===== config.mk =====
export PLATFORM = sky130hd
export DESIGN_NAME = button_event_decoder_flat
export DESIGN_NICKNAME = d
export VERILOG_FILES = /design/src/rtl/button_event_decoder_pkg.sv /design/src/rtl/button_event_decoder_if.sv /design/src/rtl/button_event_decoder.sv /design/src/flat_wrapper.sv
export SDC_FILE = /design/constraint.sdc
export NUM_CORES = 1
export LEC_CHECK = 0
export ABC_AREA = 1
export CAP_MARGIN = 20
export CORE_MARGIN = 2
export CORE_UTILIZATION = 36
export DETAILED_ROUTE_END_ITERATION = 8
export GPL_TIMING_DRIVEN = 0
export PLACE_DENSITY = 0.59
export SLEW_MARGIN = 30
export SYNTH_ARGS = -nofsm -noshare
export SYNTH_HDL_FRONTEND = slang
export SYNTH_SLANG_ARGS = --single-unit

===== constraint.sdc =====
create_clock -name clk -period 2.2 [get_ports clk]
set_input_delay 0.44 -clock clk [delete_from_list [all_inputs] [get_ports clk]]
set_output_delay 0.44 -clock clk [all_outputs]
set_load 0.05 [all_outputs]

===== src/rtl/button_event_decoder_pkg.sv =====
// ---------------------------------------------------------------------------
// button_pkg
// Shared definitions for the button event decoder: the two-bit state
// encoding, the FSM state type built on that encoding, and the helper
// that sizes the single hold/repeat cycle counter.
// Ports: none (package).
// ---------------------------------------------------------------------------
package button_pkg;

  localparam logic [1:0] ST_IDLE    = 2'd0;
  localparam logic [1:0] ST_PRESSED = 2'd1;
  localparam logic [1:0] ST_REPEAT  = 2'd2;

  typedef enum logic [1:0] {
    IDLE    = ST_IDLE,
    PRESSED = ST_PRESSED,
    REPEAT  = ST_REPEAT
  } state_e;

  // The counter must reach the larger of the two terminal values; at least
  // one bit is kept so the counter is always a legal vector.
  function automatic int cnt_width(input int hold_cycles, input int repeat_cycles);
    int m;
    m = (hold_cycles > repeat_cycles) ? hold_cycles : repeat_cycles;
    return (m < 2) ? 1 : $clog2(m);
  endfunction

endpackage


===== src/rtl/button_event_decoder_if.sv =====
// ---------------------------------------------------------------------------
// button_event_decoder_if
// Groups the debounced button level and the decoded event outputs.
//   btn_level     : debounced level, 1 = pressed (driven by the master)
//   press_pulse   : one-cycle pulse on each press
//   release_pulse : one-cycle pulse on each release
//   click_pulse   : one-cycle pulse on a release before the long threshold
//   long_pulse    : one-cycle pulse when the hold reaches the threshold
//   repeat_pulse  : paced one-cycle pulses while held after long_pulse
//   held          : level, high while the button is considered held
// master = source of btn_level / consumer of events, slave = the decoder.
// ---------------------------------------------------------------------------
interface button_event_decoder_if;

  logic btn_level;
  logic press_pulse;
  logic release_pulse;
  logic click_pulse;
  logic long_pulse;
  logic repeat_pulse;
  logic held;

  modport master (
    output btn_level,
    input  press_pulse, release_pulse, click_pulse, long_pulse, repeat_pulse, held
  );

  modport slave (
    input  btn_level,
    output press_pulse, release_pulse, click_pulse, long_pulse, repeat_pulse, held
  );

endinterface


===== src/rtl/button_event_decoder.sv =====
// ---------------------------------------------------------------------------
// button_event_decoder
// Turns the debounced level of one push-button into single-cycle events:
// press, release, short click, long press and auto-repeat.
// Parameters:
//   HOLD_CYCLES   : cycles from press_pulse to long_pulse (>= 2)
//   REPEAT_CYCLES : cycles between repeat pulses after long_pulse (>= 1)
// Ports:
//   clk    : system clock, rising edge
//   rst_n  : asynchronous active-low reset
//   bus_if : button_event_decoder_if.slave (btn_level in, events out)
// ---------------------------------------------------------------------------
module button_event_decoder
  import button_pkg::*;
#(
  parameter int HOLD_CYCLES   = 50_000_000,
  parameter int REPEAT_CYCLES = 10_000_000
) (
  input  logic                   clk,
  input  logic                   rst_n,
  button_event_decoder_if.slave  bus_if
);

  localparam int CNT_W = cnt_width(HOLD_CYCLES, REPEAT_CYCLES);

  // cnt counts edges elapsed since the last press/long/repeat event, so the
  // terminal values land the long event HOLD_CYCLES cycles after press_pulse
  // and each repeat event REPEAT_CYCLES cycles after its predecessor.
  localparam logic [CNT_W-1:0] HOLD_LAST = CNT_W'(HOLD_CYCLES - 1);
  localparam logic [CNT_W-1:0] REP_LAST  = CNT_W'(REPEAT_CYCLES - 1);

  state_e           state_q, state_d;
  logic [CNT_W-1:0] cnt_q, cnt_d;
  logic             press_q, press_d;
  logic             release_q, release_d;
  logic             click_q, click_d;
  logic             long_q, long_d;
  logic             repeat_q, repeat_d;
  logic             held_q, held_d;

  // Next-state logic: decides the next FSM state, the next counter value
  // and which event pulse (if any) gets registered for the following cycle.
  // A release always takes priority over a terminal count, so a button let
  // go exactly at the threshold still counts as a click.
  always_comb begin
    state_d   = state_q;
    cnt_d     = cnt_q;
    press_d   = 1'b0;
    release_d = 1'b0;
    click_d   = 1'b0;
    long_d    = 1'b0;
    repeat_d  = 1'b0;

    case (state_q)
      IDLE: begin
        if (bus_if.btn_level) begin
          state_d = PRESSED;
          cnt_d   = '0;
          press_d = 1'b1;
        end
      end
      PRESSED: begin
        if (!bus_if.btn_level) begin
          state_d   = IDLE;
          cnt_d     = '0;
          release_d = 1'b1;
          click_d   = 1'b1;
        end else if (cnt_q == HOLD_LAST) begin
          state_d = REPEAT;
          cnt_d   = '0;
          long_d  = 1'b1;
        end else begin
          cnt_d = cnt_q + CNT_W'(1);
        end
      end
      REPEAT: begin
        if (!bus_if.btn_level) begin
          state_d   = IDLE;
          cnt_d     = '0;
          release_d = 1'b1;
        end else if (cnt_q == REP_LAST) begin
          cnt_d    = '0;
          repeat_d = 1'b1;
        end else begin
          cnt_d = cnt_q + CNT_W'(1);
        end
      end
      default: begin
        state_d = IDLE;
        cnt_d   = '0;
      end
    endcase

    held_d = (state_d != IDLE);
  end

  // State, counter and every output live in one register bank, so all
  // outputs come straight from flops and reset clears them immediately.
  always_ff @(posedge clk or negedge rst_n) begin
    if (!rst_n) begin
      state_q   <= IDLE;
      cnt_q     <= '0;
      press_q   <= 1'b0;
      release_q <= 1'b0;
      click_q   <= 1'b0;
      long_q    <= 1'b0;
      repeat_q  <= 1'b0;
      held_q    <= 1'b0;
    end else begin
      state_q   <= state_d;
      cnt_q     <= cnt_d;
      press_q   <= press_d;
      release_q <= release_d;
      click_q   <= click_d;
      long_q    <= long_d;
      repeat_q  <= repeat_d;
      held_q    <= held_d;
    end
  end

  assign bus_if.press_pulse   = press_q;
  assign bus_if.release_pulse = release_q;
  assign bus_if.click_pulse   = click_q;
  assign bus_if.long_pulse    = long_q;
  assign bus_if.repeat_pulse  = repeat_q;
  assign bus_if.held          = held_q;

endmodule

===== src/flat_wrapper.sv =====
// flat-port wrapper written by rule: the top's interface ports become plain ports
module button_event_decoder_flat import button_pkg::*;
#(
  parameter int HOLD_CYCLES   = 50_000_000,
  parameter int REPEAT_CYCLES = 10_000_000
)
  (clk, rst_n, bus_if_btn_level, bus_if_press_pulse, bus_if_release_pulse, bus_if_click_pulse, bus_if_long_pulse, bus_if_repeat_pulse, bus_if_held);
  button_event_decoder_if bus_if_i ();
  input  logic clk;
  input  logic rst_n;
  input wire logic [$bits(bus_if_i.btn_level)-1:0] bus_if_btn_level;
  output wire logic [$bits(bus_if_i.press_pulse)-1:0] bus_if_press_pulse;
  output wire logic [$bits(bus_if_i.release_pulse)-1:0] bus_if_release_pulse;
  output wire logic [$bits(bus_if_i.click_pulse)-1:0] bus_if_click_pulse;
  output wire logic [$bits(bus_if_i.long_pulse)-1:0] bus_if_long_pulse;
  output wire logic [$bits(bus_if_i.repeat_pulse)-1:0] bus_if_repeat_pulse;
  output wire logic [$bits(bus_if_i.held)-1:0] bus_if_held;
  assign bus_if_i.btn_level = bus_if_btn_level;
  assign bus_if_press_pulse = bus_if_i.press_pulse;
  assign bus_if_release_pulse = bus_if_i.release_pulse;
  assign bus_if_click_pulse = bus_if_i.click_pulse;
  assign bus_if_long_pulse = bus_if_i.long_pulse;
  assign bus_if_repeat_pulse = bus_if_i.repeat_pulse;
  assign bus_if_held = bus_if_i.held;
  button_event_decoder #(.HOLD_CYCLES(HOLD_CYCLES), .REPEAT_CYCLES(REPEAT_CYCLES)) u_core (.clk(clk), .rst_n(rst_n), .bus_if(bus_if_i));
endmodule

Word level (Yosys, flattened, before mapping)
Index checks and enable logic that the tools add are counted.
{"block": "op_classes", "muxes": 22, "n_reduce_logical": 3, "addsub": 1, "n_eq_ne": 5}
{"cell": "26-bit two-way mux", "n": 5}
{"cell": "26-bit one-hot mux with 3 select lines", "n": 1}
{"cell": "26-bit by 1-bit adder with 26-bit output (second input constant)", "n": 1}
{"cell": "26-bit by 24-bit == test with 1-bit output (second input constant)", "n": 1}
{"cell": "26-bit == test (second input constant)", "n": 1}
{"cell": "1-bit two-way mux", "n": 11}
{"cell": "2-bit two-way mux", "n": 4}
{"cell": "2-bit one-hot mux with 3 select lines", "n": 1}
{"cell": "2-bit by 1-bit == test with 1-bit output (second input constant)", "n": 1}
{"cell": "2-bit == test (second input constant)", "n": 1}
{"cell": "2-bit logical NOT", "n": 1}
{"cell": "2-bit != test (second input constant)", "n": 1}
{"cell": "2-bit nonzero test", "n": 1}
{"cell": "2-bit OR reduction", "n": 1}
{"block": "totals", "wordCells": 39, "ff_bits": 34, "output_inout_bits": 6}

Longest topological paths before layout
Gate-level depths: netlist of the first run.
{"block": "depth", "word_depth": 5, "depth_mapped": 12, "mapped_depth_nobuf": 12}

Worst setup path before layout of the first run
Ideal clock, no wire load.
{"block": "synth_timing", "kind": "register to register", "startpoint": "register u_core.cnt_q[0]", "endpoint": "register u_core.cnt_q[15]", "path_buffers": 1, "stages_incl_launch_ff": 12, "required_ns": 2.081, "setup_slack_ns": 0.649, "arrival_ns": 1.432, "setup_time_ns": 0.119, "path_cell_list": "dfrtp_1 ha_1 nand2_2 nor2_4 nand2_2 nor2_1 nand2_1 nand2_2 nand2_4 nand2_4 buf_12 o21ai_2"}
{"block": "synth_via", "elab_chain_len": 4}
{"item": "start: declaration", "line": "button_event_decoder.sv:33", "rtl": "logic [CNT_W-1:0] cnt_q, cnt_d;"}
{"item": "start signal: assignment", "line": "button_event_decoder.sv:111", "rtl": "cnt_q <= cnt_d;"}
{"item": "26-bit by 1-bit adder with 26-bit output, or another cell as far along", "line": "button_event_decoder.sv:73, button_event_decoder.sv:85"}
{"item": "26-bit two-way mux, on equally long branches", "line": "button_event_decoder.sv:81, button_event_decoder.sv:68"}
{"item": "26-bit two-way mux, on equally long branches", "line": "button_event_decoder.sv:77, button_event_decoder.sv:63"}
{"item": "26-bit one-hot mux with 3 select lines *", "line": "button_event_decoder.sv:54", "rtl": "case (state_q)"}
Mark *: on every way between the ends. The rest lies on a longest branch, timed or not.
A chain may end at the register's enable or synchronous reset.

Final worst setup path of the first run
{"block": "layout_timing", "startpoint": "register u_core.state_q[0]", "endpoint": "register u_core.cnt_q[11]"}
{"block": "layout_via", "elab_chain_len": 2}
{"item": "start: declaration", "line": "button_event_decoder.sv:32", "rtl": "state_e state_q, state_d;"}
{"item": "start signal: assignment", "line": "button_event_decoder.sv:110", "rtl": "state_q <= state_d;"}
{"item": "2-bit == test, or another cell as far along", "line": "button_event_decoder.sv:54"}
{"item": "26-bit one-hot mux with 3 select lines / 2-bit != test (equally long branches)"}
Parallel ways exist; a longest one is shown, timed or not.

==> results of run 1 <==
==> flip-flops by register name, indices dropped and copies added (netlist names) <==
name                         cells
u_core.bus_if.held               1
u_core.bus_if.release_pulse      1
u_core.cnt_q                    26
u_core.bus_if.long_pulse         1
u_core.bus_if.press_pulse        1
u_core.bus_if.click_pulse        1
u_core.bus_if.repeat_pulse       1
u_core.state_q                   2
==> cell type report <==
cell class	count	area share [%]
Tap cell	75	3.69
Multi-Input combinational cell	221	47.0
Buffer	5	2.12
Clock buffer	5	2.71
Inverter	39	5.76
Clock inverter	3	1.58
Timing Repair Buffer	8	3.65
Sequential cell	34	33.5
==> logic make-up (layout without fill, tap and decap cells) <==
logic type	Yosys count	in the layout	synth area share [%]
adder cells (fa/ha/maj)	5	5	2.79
XOR/XNOR	17	17	6.63
AO/OA/AOI/OAI	24	24	8.75
buffers and inverters	44	60	8.92
flip-flops	34	34	37.9
AND/OR/NAND/NOR	175	175	35.0
==> layout by cell type, fill, tap and decap left out <==
master and count:
xor2_1 10, clkdlybuf4s50_1 6, nand3_1 23, nor3_1 1, nand3b_1 1, clkinv_2 2, nor2_4 2, bufinv_16 1
or3_1 1, dfrtp_1 34, nand4_1 9, nor4_1 1, buf_12 2, o21ai_0 3, clkbuf_1 1, nor2_1 39
xnor2_1 7, nand2_1 85, nor2_2 3, nand2_4 2, a31oi_1 1, buf_16 1, nand2_2 7, inv_1 39
o21ai_2 20, buf_2 3, clkbuf_8 5, nor3_4 1, ha_1 5
==> layer usage <==
metal / wire length (microns) / GRT usage [%] / part of all wire (%)
met2: 2220 / 24.3 / 45
met1: 2430 / 22.1 / 50
met4: 71 / 5.66 / 1.4
met5: 0 / 0 / 0
met3: 178 / 2.39 / 3.6
==> metrics by stage <==
| step | util (%) | cells | setup slack [ns] | area (sq um) |
|---|---|---|---|---|
| after floorplan | - | 299 | 0.649 | 2240 |
| after global placement | 40.2 | 381 | -0.0737 | 2410 |
| after detailed placement | 40.6 | 382 | 0.188 | 2430 |
| after CTS | 42.4 | 390 | 0.169 | 2540 |
| after global routing | 42.4 | 390 | 0.0551 | 2540 |
| final | 42.4 | 390 | 0.253 | 2540 |
==> power breakdown <==
part,leakage (nW),total (mW),internal (mW),switching (mW)
logic,0.653,0.501,0.158,0.343
clock network,0.0579,0.579,0.334,0.246
registers,0.467,0.696,0.667,0.0280
total,1.18,1.78,1.16,0.617
==> critical path, delay by kind of cell, from the launching register on <==
kind                     cells  cell delay, ns
AND/OR/NAND/NOR              2            0.62
buffers and inverters        3            0.57
flip-flops                   1            0.43
adder cells (fa/ha/maj)      1            0.19
AO/OA/AOI/OAI                1            0.08
==> worst max path at each step <==
stage,startpoint,to,slack (ns)
after floorplan,u_core.cnt_q[0]$_DFFE_PN0P_,u_core.cnt_q[15]$_DFFE_PN0P_,0.65
after global placement,rst_n,u_core.bus_if.repeat_pulse$_DFF_PN0_,-0.07
after detailed placement,u_core.state_q[0]$_DFF_PN0_,u_core.cnt_q[10]$_DFFE_PN0P_,0.19
after CTS,u_core.state_q[0]$_DFF_PN0_,u_core.cnt_q[10]$_DFFE_PN0P_,0.17
after global routing,u_core.state_q[0]$_DFF_PN0_,u_core.cnt_q[7]$_DFFE_PN0P_,0.06
final,u_core.state_q[0]$_DFF_PN0_,u_core.cnt_q[11]$_DFFE_PN0P_,0.25
==> impl_metrics.csv, run 1 <==
group,metric,value,unit
clocking,cts-root-buf,"clkbuf_8",
finish,fill_cells,612,
global_routing,grt_first_pass_wirelength,8780,microns
clocking,clock_latency,0.30,ns
setup_path,path_cells,"inv_1, ha_1, inv_1, nor2_1, clkbuf_1, nand2_1, o21ai_2",
setup_path,worst_setup_path_start_kind,"register",
global_routing,antenna_found_initial,0,
drt,vias,1869,
synthesis,avgSynthCellArea,7.51,sq um
synthesis,async_flop_share,100,%
sta,slew_headroom,56.4,%
sta,report.final.slew_viol_count,0,
sta,setup_viol,0,
sta,clock_skew,0.00833,ns
setup_path,cp_slowest_stage_delay,0.50,ns
setup_path,crit_type,"reg2reg",
placement,port_buffers,7,
power,leakagePower,1.18,nW
synthesis,ys.flop_type,"dfrtp_1",
synthesis,synth_area_leaders,"dfrtp_1 38%, nand2_1 14%, o21ai_2 7.8%",
drt,drc,0,
global_routing,grt_pass1_vias,1790,
finish,drive_gt1_share,15.6,%
placement,hpwl,3720,microns
sta,finalCriticalPeriod,1.95,ns
synthesis,netlist.area_leader.share,37.9,%
global_routing,gr-total-overflow,0,
clocking,cts_tree,"done",
run,max_cap_viol_count,0,
power,power_density,699,mW/mm^2
clocking,cts_resized,0,
min_path,hold_path_class,"in2async",
drt,drt_iter0_drc,130,
run_status,status,"finished clean",
setup_path,reg2reg_depth,7,
sta,setup_tns,0,ns
floorplanning,die_area,0.00688,sq mm
sta,tightestPinTransition,0.652,ns
synthesis,syn_inst,299,
finish,area.sequential,851,sq um
synthesis,synth_area,0.00224,sq mm
sta,rsz0062_at_grt,"false",
clocking,cts_max_level,2,
clocking,cts_setup_buffers,0,
sta,final_hold_viol_count,0,
setup_path,r2r_setup_slack,0.25,ns
drt,first_pass_iters,4,
clocking,cts_buffers,5,
synthesis,synth_seq_cells,34,
clocking,clockBufferDepth,2,
clocking,cts_sinks,34,
finish,multi_input_area,0.00119,sq mm
sta,period_share,88.5,%
floorplanning,die_h,83.0,microns
sta,max_freq,514,MHz
setup_path,reg2reg_to,"u_core.cnt_q[11]$_DFFE_PN0P_",
global_routing,grt_usage,15.7,%
finish,antennaDiodeCount,0,
synthesis,synth_commonest_cells,"85 x nand2_1, 39 x inv_1, 39 x nor2_1",
setup_path,arrival,2.17,ns
global_routing,grt_max_degree,19,
floorplanning,io_pins,9,
setup_path,critPathSlowestCell,"nor2_1",
finish,final_nets,322,
drt,wirelength,4900,microns
floorplanning,fp.dieW,83.0,microns
setup_path,worstPathMaxFanout,10,
floorplanning,initial_core_util,37.5,%
setup_path,cp.required,2.42,ns
drt,drt.antenna.violating_nets,0,
power,finalPower,1.78,mW
clocking,cts_hold_buf,0,
drt,via_per_inst,4.79,
drt,routedWlPerCell,12.6,microns
synthesis,synth_warnings,0,
finish,area_growth,13.2,%
placement,globalplace.congestion,0.931,
floorplanning,core-area,0.00599,sq mm
synthesis,syn_nets,307,
setup_path,critPathCaptureType,"register",
sta,whs,0.0739,ns
synthesis,yosysMostFrequentCell,"nand2_1",
floorplanning,rows,28,
setup_path,reg2reg_from,"u_core.state_q[0]$_DFF_PN0_",
setup_path,path_common_cell,"inv_1",
synthesis,synth_top_area_cell,"dfrtp_1",
synthesis,synth_cell_types,24,
power,peakVddDrop,0.527,mV
synthesis,synth_edf_count,0,
clocking,path_clk_slew,0.08,ns
synthesis,ys_seq_area_share,37.9,%
Note: power is estimated with default switching activity, not from simulation.
==> run 2, diff against run 1 <==
- CORE_UTILIZATION: 36 -> 46
- PLACE_DENSITY: 0.59 -> 0.7
==> impl_metrics.csv, run 2 (synthesis gave the netlist of run 1 again) <==
group,metric,value,unit
floorplanning,fp.dieW,73.9,microns
power,peakVddDrop,0.355,mV
drt,first_pass_iters,4,
drt,wirelength,4860,microns
clocking,cts_tree,"done",
min_path,hold_path_class,"in2async",
floorplanning,rows,25,
sta,layout_setup_ws,0.289,ns
global_routing,antenna_found_initial,0,
run_status,status,"finished clean",
floorplanning,die_h,73.9,microns
drt,routedWlPerCell,12.7,microns
finish,registers.top_by_ff_count,"u_core.cnt_q",
global_routing,grt_usage,20.6,%
setup_path,path_common_cell,"inv_1",
power,power_density,690,mW/mm^2
floorplanning,core-area,0.00472,sq mm
run,max_cap_viol_count,0,
finish,mostFrequentLayoutCell,"nand2_1",
placement,globalplace.congestion,0.994,
finish,reg_top3,"u_core.cnt_q x26, u_core.state_q x2",
setup_path,cp_slowest_stage_delay,0.49,ns
clocking,cts_max_level,2,
drt,vias,1885,
placement,dp.cells,374,
sta,report.final.slew_viol_count,0,
drt,via_per_inst,4.93,
sta,finalCriticalPeriod,1.91,ns
setup_path,crit_type,"reg2reg",
setup_path,critPathCaptureType,"register",
placement,pre_cts_ws,0.256,ns
clocking,clock_latency,0.30,ns
finish,layout_common_cells,"85 x nand2_1, 39 x inv_1, 39 x nor2_1, 34 x dfrtp_1, 23 x nand3_1",
finish,drive_gt1_share,15.6,%
clocking,cts-root-buf,"clkbuf_8",
floorplanning,io_pins,9,
floorplanning,initial_core_util,47.5,%
setup_path,worst_setup_path_start_kind,"register",
placement,hpwl,3700,microns
finish,fill_cells,449,
setup_path,reg2reg_depth,7,
sta,max_freq,523,MHz
setup_path,cp.required,2.43,ns
global_routing,gr-total-overflow,0,
finish,antennaDiodeCount,0,
finish,final_util,53.6,%
drt,drt.antenna.violating_nets,0,
finish,area.sequential,851,sq um
global_routing,grt_max_degree,19,
clocking,cts_hold_buf,0,
clocking,cts_buffers,5,
clocking,cts_setup_buffers,0,
setup_path,path_cells,"inv_1, ha_1, inv_1, nor2_1, clkbuf_1, nand2_1, o21ai_2",
sta,slew_headroom,57.0,%
power,leakagePower,1.18,nW
floorplanning,die_area,0.00545,sq mm
finish,multi_input_area,0.00119,sq mm
sta,rsz0062_at_grt,"false",
sta,setup_viol,0,
drt,drc,0,
placement,port_buffers,7,
finish,largest_register_ffs,26,
setup_path,reg2reg_to,"u_core.cnt_q[4]$_DFFE_PN0P_",
setup_path,worstPathMaxFanout,10,
setup_path,r2r_setup_slack,0.29,ns
sta,final_hold_viol_count,0,
sta,whs,0.0701,ns
drt,drt_iter0_drc,98,
clocking,cts_sinks,34,
setup_path,critPathSlowestCell,"nor2_1",
setup_path,reg2reg_from,"u_core.state_q[0]$_DFF_PN0_",
global_routing,grt_first_pass_wirelength,8420,microns
global_routing,grt_pass1_vias,1796,
finish,stdcell_count,382,
setup_path,arrival,2.14,ns
finish,area_growth,12.8,%
finish,final_nets,322,
clocking,path_clk_slew,0.07,ns
sta,tightestPinTransition,0.643,ns
clocking,clockBufferDepth,2,
sta,period_share,86.9,%
clocking,cts_resized,0,
sta,clock_skew,0.00670,ns
==> run 2: cell count changes in the layout (fill, tap and decap cells not counted), sizes merged <==
cell	previous run	this run
clkinv	2	0
bufinv	1	0
clkbuf	6	9
==> run 2: metrics by stage <==
| stage | TNS (ns) | area (sq um) | power [mW] |
|---|---|---|---|
| final | 0 | 2530 | 1.75 |
| after global routing | 0 | 2530 | 1.85 |
| after CTS | 0 | 2530 | 1.77 |
| after detailed placement | 0 | 2420 | 1.21 |
| after global placement | -2.61 | 2400 | 1.20 |
| after floorplan | 0 | 2240 | 1.06 |
==> run 2: where the power goes <==
part / internal, mW / switching (mW) / total (mW)
combinational: 0.158 / 0.342 / 0.500
clock: 0.316 / 0.236 / 0.552
sequential: 0.668 / 0.0278 / 0.696
==> run 2: final cells by class <==
cell class	count	area share, %
Timing Repair Buffer	8	3.66
Inverter	39	5.78
Buffer	5	2.13
Clock buffer	8	4.35
Sequential cell	34	33.6
Multi-Input combinational cell	221	47.2
Tap cell	67	3.31
==> run 2: layer usage <==
| metal | up-vias | share of wire [%] | track usage, % |
|---|---|---|---|
| met3 | 9 | 4.4 | 4.39 |
| met4 | 0 | 2.0 | 8.28 |
| met1 | 872 | 46 | 26.4 |
| li1 | 960 | - | - |
| met2 | 44 | 48 | 33.6 |
| met5 | - | 0 | 0 |
==> run 2: worst max-delay path: cells and delay by family (launching register included) <==
kind                     cells  cell delay [ns]
flip-flops                   1             0.42
buffers and inverters        3             0.55
adder cells (fa/ha/maj)      1             0.18
AND/OR/NAND/NOR              2             0.61
AO/OA/AOI/OAI                1             0.08
==> run 2: worst max path at each step <==
stage | start | end | slack [ns] | cells past startpoint
5_1_grt | u_core.state_q[0]$_DFF_PN0_ | u_core.cnt_q[11]$_DFFE_PN0P_ | 0.07 | 7
3_5_place_dp | u_core.state_q[0]$_DFF_PN0_ | u_core.cnt_q[4]$_DFFE_PN0P_ | 0.26 | 7
4_1_cts | u_core.state_q[0]$_DFF_PN0_ | u_core.cnt_q[4]$_DFFE_PN0P_ | 0.25 | 7
3_3_place_gp | rst_n | u_core.bus_if.held$_DFF_PN0_ | -0.08 | 1
2_1_floorplan | u_core.cnt_q[0]$_DFFE_PN0P_ | u_core.cnt_q[15]$_DFFE_PN0P_ | 0.65 | 11
6_report | u_core.state_q[0]$_DFF_PN0_ | u_core.cnt_q[4]$_DFFE_PN0P_ | 0.29 | 7
==> run 3, diff against run 2 <==
- GPL_ROUTABILITY_DRIVEN: not set -> 0
==> impl_metrics.csv, run 3 (synthesis gave the netlist of run 1 again) <==
group,metric,value,unit
min_path,hold_path_class,"in2async",
setup_path,arrival,2.08,ns
placement,port_buffers,7,
finish,mostFrequentLayoutCell,"nand2_1",
drt,wirelength,4760,microns
power,finalPower,1.67,mW
finish,stdcell_count,382,
power,power_density,667,mW/mm^2
floorplanning,initial_core_util,47.5,%
clocking,clockBufferDepth,2,
sta,final_hold_viol_count,0,
setup_path,r2r_setup_slack,0.35,ns
floorplanning,core-area,0.00472,sq mm
floorplanning,io_pins,9,
finish,reg_top3,"u_core.cnt_q x26, u_core.state_q x2",
global_routing,grt_max_degree,19,
clocking,cts-root-buf,"clkbuf_8",
finish,largest_register_ffs,26,
setup_path,critPathCaptureType,"register",
drt,top_layer_used,"met4",
finish,final_util,53.2,%
sta,period_share,84.2,%
clocking,cts_max_level,2,
global_routing,antenna_found_initial,0,
run,max_cap_viol_count,0,
placement,placed_area,0.00242,sq mm
drt,routedWlPerCell,12.5,microns
power,switchingPower,596,uW
floorplanning,fp.dieW,73.9,microns
sta,slew_headroom,60.5,%
finish,final_nets,322,
finish,drive_gt1_share,15.2,%
drt,drc,0,
floorplanning,rows,25,
sta,rsz0062_at_grt,"false",
finish,layout_common_cells,"85 x nand2_1, 39 x inv_1, 39 x nor2_1, 34 x dfrtp_1, 23 x nand3_1",
setup_path,cp.required,2.42,ns
drt,vias,1868,
power,pwr-share-clk,28.7,%
finish,antennaDiodeCount,0,
sta,tightestPinTransition,0.590,ns
sta,whs,0.0822,ns
floorplanning,die_h,73.9,microns
clocking,cts_resized,0,
clocking,clock_latency,0.29,ns
drt,via_per_inst,4.89,
global_routing,grt_usage,20.4,%
sta,report.final.slew_viol_count,0,
power,switching_share,35.6,%
power,peakVddDrop,0.294,mV
drt,first_pass_iters,4,
drt,drt.antenna.violating_nets,0,
power,p_int,1.08,mW
drt,wl_met1,2220,microns
setup_path,reg2reg_depth,7,
sta,layout_setup_ws,0.347,ns
setup_path,worst_setup_path_start_kind,"register",
sta,finalCriticalPeriod,1.85,ns
run_status,status,"finished clean",
setup_path,crit_type,"reg2reg",
finish,fin_area,0.00251,sq mm
clocking,cts_buffers,5,
clocking,cts_tree,"done",
drt,routed-wl-met3,191,microns
setup_path,reg2reg_from,"u_core.state_q[0]$_DFF_PN0_",
global_routing,grt_pass1_vias,1813,
power,leakagePower,1.17,nW
setup_path,reg2reg_to,"u_core.cnt_q[10]$_DFFE_PN0P_",
clocking,cts_setup_buffers,0,
placement,hpwl,3650,microns
finish,area_growth,11.9,%
power,combPwrFrac,29.8,%
placement,pre_cts_ws,0.331,ns
sta,clock_skew,0.00431,ns
placement,dp.cells,374,
sta,setup_viol,0,
power,seq_power_share,41.5,%
clocking,path_clk_slew,0.07,ns
setup_path,worstPathMaxFanout,10,
clocking,cts_hold_buf,0,
clocking,cts_sinks,34,
drt,met2WireLength,2280,microns
sta,max_freq,540,MHz
floorplanning,die_area,0.00545,sq mm
drt,drt_iter0_drc,143,
global_routing,grt_first_pass_wirelength,8360,microns
global_routing,gr-total-overflow,0,
sta,setup_tns,0,ns
finish,registers.top_by_ff_count,"u_core.cnt_q",
run 3: changes by cell type in the layout (fill, tap and decap cells not counted), sizes merged:
cell and delta:
clkinv +1, clkbuf -1
run 3: cell type report:
| type | count | area (sq um) |
|---|---|---|
| clock buffers | 7 | 86.3 |
| clock inverters | 1 | 5.00 |
| repair buffers | 8 | 92.6 |
| flip-flops and latches | 34 | 851 |
| multi-input cells | 221 | 1190 |
| inverters | 39 | 146 |
| plain buffers | 5 | 53.8 |
| well taps | 67 | 83.8 |
| fillers | 459 | 2210 |
run 3: per-layer routing:
layer / up-vias / GRT usage (%)
met5: - / 0
met4: 0 / 8.48
met3: 7 / 4.53
met2: 40 / 32.6
met1: 858 / 26.7
li1: 963 / -
run 3: worst max path at each step:
stage | from | end | slack, ns | depth (start not counted)
CTS | u_core.state_q[0]$_DFF_PN0_ | u_core.cnt_q[10]$_DFFE_PN0P_ | 0.32 | 7
finish | u_core.state_q[0]$_DFF_PN0_ | u_core.cnt_q[10]$_DFFE_PN0P_ | 0.35 | 7
detailed placement | u_core.state_q[0]$_DFF_PN0_ | u_core.cnt_q[10]$_DFFE_PN0P_ | 0.33 | 7
global route | u_core.state_q[0]$_DFF_PN0_ | u_core.cnt_q[11]$_DFFE_PN0P_ | 0.16 | 7
floorplan | u_core.cnt_q[0]$_DFFE_PN0P_ | u_core.cnt_q[15]$_DFFE_PN0P_ | 0.65 | 11
global placement | rst_n | u_core.bus_if.held$_DFF_PN0_ | -0.07 | 1
run 3: power groups by stage:
stage	logic [mW]	clock network (mW)	registers (mW)
finish	0.499	0.480	0.695
global route	0.545	0.518	0.702
CTS	0.503	0.492	0.696
detailed placement	0.501	0	0.708
global placement	0.492	0	0.707
floorplan	0.270	0	0.794
run 3: worst max-delay path: stages, from the launching register on:
cell and delay (ns):
dfrtp_1 0.42, inv_1 0.09, ha_1 0.17, inv_1 0.04
nor2_1 0.45, clkbuf_1 0.40, nand2_1 0.12, o21ai_2 0.07
